===== src/rtl/packer.sv =====
`default_nettype none
// +----------------------------------------------------------------------------+
// | Module   : packer                                                          |
// | Purpose  : Packs a stream of narrow elements into wide words. The first    |
// |            element accepted for a word lands in the LSBs. A full word is   |
// |            moved into a separate output register so accumulation of the    |
// |            next word continues while the previous one waits downstream.    |
// | Ports    : clk_i      - clock, all state on rising edge                     |
// |            reset_i    - asynchronous active-high reset                      |
// |            unpacked_i - element data        valid_i / ready_o - input hs    |
// |            packed_o   - packed word data    valid_o / ready_i - output hs   |
// |            flush_i    - emit partial word (only with PACKER_FLUSH_EN)       |
// | Config   : define PACKER_FLUSH_EN to compile in the flush_i port/logic      |
// | Revision : 1.0 - initial release                                           |
// +----------------------------------------------------------------------------+
module packer #(
  parameter int unpacked_width_p = 2,
  parameter int packed_num_p     = 4,
  parameter int packed_width_p   = unpacked_width_p * packed_num_p
) (
  input  logic                        clk_i,
  input  logic                        reset_i,
  input  logic [unpacked_width_p-1:0] unpacked_i,
  input  logic                        valid_i,
  output logic                        ready_o,
  output logic [packed_width_p-1:0]   packed_o,
  output logic                        valid_o,
`ifdef PACKER_FLUSH_EN
  input  logic                        flush_i,
`endif
  input  logic                        ready_i
);

  localparam int cnt_w_lp = ($clog2(packed_num_p) > 1) ? $clog2(packed_num_p) : 1;
  localparam logic [cnt_w_lp-1:0] last_lane_lp = cnt_w_lp'(packed_num_p - 1);

  logic [cnt_w_lp-1:0]       cnt_q, cnt_d;
  logic [packed_width_p-1:0] acc_q, acc_d;
  logic [packed_width_p-1:0] packed_q, packed_d;
  logic                      valid_q, valid_d;

  logic                      at_last;
  logic                      out_free;
  logic                      flush_req;
  logic                      flush_now;
  logic                      in_fire;
  logic                      load;
  logic [packed_width_p-1:0] acc_with;

  assign at_last  = (cnt_q == last_lane_lp);
  // Output register can take a new word if empty or being drained this cycle.
  assign out_free = !valid_q || ready_i;

`ifdef PACKER_FLUSH_EN
  // flush_req feeds ready_o and so must not depend on ready_o itself; it
  // uses valid_i in place of the input fire. flush_now is the real condition
  // and only differs when ready_o is low, in which case no load happens.
  assign flush_req = flush_i && ((cnt_q != '0) || valid_i);
  assign flush_now = flush_i && ((cnt_q != '0) || in_fire);
`else
  assign flush_req = 1'b0;
  assign flush_now = 1'b0;
`endif

  // Stall only when this cycle would complete a word but the output register
  // is occupied and not draining.
  assign ready_o = !((at_last || flush_req) && !out_free);
  assign in_fire = valid_i && ready_o;

  // A completing fire always has out_free true (ready_o guarantees it); the
  // out_free term matters only for a flush without an element.
  assign load = out_free && ((in_fire && at_last) || flush_now);

  always_comb begin
    acc_with = acc_q;
    if (in_fire) begin
      acc_with[cnt_q * unpacked_width_p +: unpacked_width_p] = unpacked_i;
    end
  end

  always_comb begin
    acc_d    = acc_with;
    cnt_d    = cnt_q;
    packed_d = packed_q;
    valid_d  = valid_q;

    if (in_fire) begin
      cnt_d = cnt_q + cnt_w_lp'(1);
    end

    if (valid_q && ready_i) begin
      valid_d = 1'b0;
    end

    // Loading overrides the drain: valid stays high with the new word.
    if (load) begin
      packed_d = acc_with;
      valid_d  = 1'b1;
      acc_d    = '0;
      cnt_d    = '0;
    end
  end

  always_ff @(posedge clk_i or posedge reset_i) begin
    if (reset_i) begin
      cnt_q    <= '0;
      acc_q    <= '0;
      packed_q <= '0;
      valid_q  <= 1'b0;
    end else begin
      cnt_q    <= cnt_d;
      acc_q    <= acc_d;
      packed_q <= packed_d;
      valid_q  <= valid_d;
    end
  end

  assign packed_o = packed_q;
  assign valid_o  = valid_q;

endmodule
`default_nettype wire


===== config.mk =====
export PLATFORM = sky130hd
export DESIGN_NAME = packer
export DESIGN_NICKNAME = d
export VERILOG_FILES = /design/src/rtl/packer.sv
export SDC_FILE = /design/constraint.sdc
export NUM_CORES = 1
export LEC_CHECK = 0
export ABC_AREA = 1
export BUFFER_PORTS_ARGS = -buffer_cell sky130_fd_sc_hd__buf_2
export CELL_PAD_IN_SITES_DETAIL_PLACEMENT = 0
export CELL_PAD_IN_SITES_GLOBAL_PLACEMENT = 1
export CORE_MARGIN = 1
export CORE_UTILIZATION = 38
export DETAILED_ROUTE_END_ITERATION = 8
export PLACE_DENSITY_LB_ADDON = 0.1
export SYNTH_ARGS = -nofsm -noshare
export SYNTH_HDL_FRONTEND = slang
export SYNTH_SLANG_ARGS = --single-unit
export TNS_END_PERCENT = 100

===== constraint.sdc =====
create_clock -name clk_i -period 1.8 [get_ports clk_i]
set_input_delay 0 -clock clk_i [delete_from_list [all_inputs] [get_ports clk_i]]
set_output_delay 0 -clock clk_i [all_outputs]
set_load 0.05 [all_outputs]

==> impl_metrics.env <==
export IMPL_outcome="completed"
export IMPL_cts_setup_buffers=0
export IMPL_slew_headroom_pct=55.1
export IMPL_grt_ovfl_total=0
export IMPL_critical_path_startpoint_type="flip-flop"
export IMPL_report_final_hold_viol_count=0
export IMPL_vias=758
export IMPL_cp_depth=8
export IMPL_drc=0
export IMPL_crit_fanout=10
export IMPL_setup_viol=0
export IMPL_cts_made_buffers=3
export IMPL_post_route_min_period_ns=1.58
export IMPL_syn_inst=115
export IMPL_synth_cell_types=13
export IMPL_layout_common_cells="38 x nand2_1, 17 x dfrtp_1, 16 x inv_1"
export IMPL_ys_ff_latch=17
export IMPL_drtIter0Drc=14
export IMPL_power_density_nw_per_um2=1720
export IMPL_track_usage_pct=16.0
export IMPL_synth_nets=126
export IMPL_grt_setup_unrepaired="no"
export IMPL_port_buffers=15
export IMPL_period_share_pct=87.9
export IMPL_nets=147
export IMPL_final_core_util_pct=47.0
export IMPL_p_leak_uw=0.000591
export IMPL_critPathKind="reg2reg"
export IMPL_ys_warnings_count=0
export IMPL_whs_ns=0.0183
export IMPL_netlist_top_cells_area="dfrtp_1 48%, nand2_1 16%, nand3_1 8.4%, ha_1 7.0%, inv_1 6.7%"
export IMPL_netlist_area_sq_um=892
export IMPL_hold_path_depth=3
export IMPL_stdcell_area_sq_um=1040
export IMPL_drv_slew=0
export IMPL_pin_count=16
export IMPL_max_slew_worst_pin_slew_ns=0.673
export IMPL_die_w_um=50.5
export IMPL_maxCapViolations=0
export IMPL_cp_buffers_inverters=2
export IMPL_hp_class="in2reg"
export IMPL_cts_sinks=17
export IMPL_drive_above_1_share_pct=17.0
export IMPL_placed_cell_area_sq_um=993
export IMPL_grt_pass1_vias=667
export IMPL_start_util_pct=40.3
export IMPL_clk_latency_ns=0.29
export IMPL_worst_path_largest_cell_delay_ns=0.45
export IMPL_r2r_start="cnt_q[0]"
export IMPL_yosysTopAreaCell="dfrtp_1"
export IMPL_grt_antenna_before_repair=0
export IMPL_final_common_cell="nand2_1"
export IMPL_gp_congestion=0.786
export IMPL_die_area_sq_um=2550
export IMPL_n_antenna_cell=0
export IMPL_finalSetupTns_ns=0
export IMPL_vias_per_cell=4.65
export IMPL_cts_tree="yes"
export IMPL_grt_max_degree=18
export IMPL_crit_chain="inv_2 -> ha_1 -> inv_1 -> nor2_1 -> nand4_1 -> nand2_1 -> nand2_1 -> nor2_1"
export IMPL_critPathLaunch="cnt_q[0]"
export IMPL_worst_clock_skew_ns=0.00191
export IMPL_end_kind="flip-flop"
export IMPL_cp_required_ns=2.03
export IMPL_min_delay_start="unpacked_i[1]"
export IMPL_root_buffer="clkbuf_4"
export IMPL_hpwl_um=1350
export IMPL_core_area_sq_um=2210
export IMPL_ctsHtreeMaxLevel=1
export IMPL_clk_pin_slew_ns=0.10
export IMPL_avgSynthCellArea_sq_um=7.76
export IMPL_wl_per_cell_um=11.2
export IMPL_cp_data_arrival_time_ns=1.82
export IMPL_grt_pass1_wl_um=2980
export IMPL_ys_seq_area_share_pct=47.7
export IMPL_max_freq_mhz=632
export IMPL_fillers=239
export IMPL_firstDrtPassIters=4
export IMPL_rows=17
export IMPL_cp_slowest_cell="dfrtp_1"
export IMPL_syn_to_final_growth_pct=16.6
export IMPL_vdd_ir_drop_worst_mv=0.749
export IMPL_dieHeight_um=50.5
export IMPL_reg2reg_depth=8
export IMPL_clock_path_buffers=2
export IMPL_drtAntennaViolNets=0
export IMPL_synth_top_area_share_pct=47.7
export IMPL_path_delay_family="simple AND/OR/NAND/NOR gates"
export IMPL_drt_wl_total_um=1820
==> per-layer routing <==
metal / vias to the layer above / global-route usage [%] / wire length [um]
met5: - / 0 / 0
met4: 0 / 8.33 / 32
met3: 4 / 2.73 / 38
met2: 9 / 24.9 / 797
met1: 346 / 21.1 / 952
li1: 399 / - / -
==> report_power, final <==
part,switching (uW),internal (uW),leakage [uW]
registers,79.6,544,0.000215
clock network,126,86.3,0.0000150
logic,691,256,0.000360
total,897,887,0.000591
==> worst paths after layout <==
path	end	slack [ns]
max	acc_q[3]	0.22
min	packed_o[7]	0.02
max reg2reg	acc_q[3]	0.22
min reg2reg	packed_o[3]	0.48
max in group asynchronous	acc_q[3]	1.04
min in group asynchronous	packed_o[0]	0.33
==> synthesized netlist by cell type <==
cell type and instances:
buf_2 1, buf_6 1, dfrtp_1 17, ha_1 5, inv_1 16, inv_2 2, nand2_1 38, nand3_1 15
nand3_2 2, nand4_1 3, nor2_1 11, o21ai_0 3, o31ai_1 1
==> per-stage QoR <==
step | instances | worst slack, ns | power, uW
after floorplan | 115 | 0.240 | 1390
after global placement | 157 | 0.269 | 1560
after detailed placement | 157 | 0.246 | 1580
after CTS | 163 | 0.221 | 1800
after global routing | 163 | 0.0238 | 1930
final | 163 | 0.218 | 1780
==> cells by family after synthesis <==
kind of cell,share of synthesized area [%]
AND/OR/NAND/NOR,33.4
adder cells (fa/ha/maj),7.01
AO/OA/AOI/OAI,2.52
flip-flops,47.7
buffers and inverters,9.40
==> flip-flops by register name, indices dropped and copies added (netlist names) <==
register	count
acc_q	6
cnt_q	2
packed_o	8
valid_o	1
==> cell type report <==
cell class | count | area (sq um) | area share [%]
repair buffers | 18 | 103 | 9.87
inverters | 18 | 67.6 | 6.50
multi-input cells | 78 | 383 | 36.8
flip-flops and latches | 17 | 425 | 40.9
clock buffers | 4 | 26.3 | 2.53
well taps | 28 | 35.0 | 3.37
==> what timing repair did <==
action                                  in CTS  in global routing
endpoints found under the setup margin       0                  0
gates resized for setup                      0                  0
endpoints found under the hold margin       18                  0
hold buffers                                 2                  0
==> worst min-delay path, delay by kind of cell <==
kind	cells	cell delay [ns]
compound gates	1	0.07
buf+inv	1	0.12
simple gates	1	0.08
No activity file was read; power rests on OpenSTA's default activity.
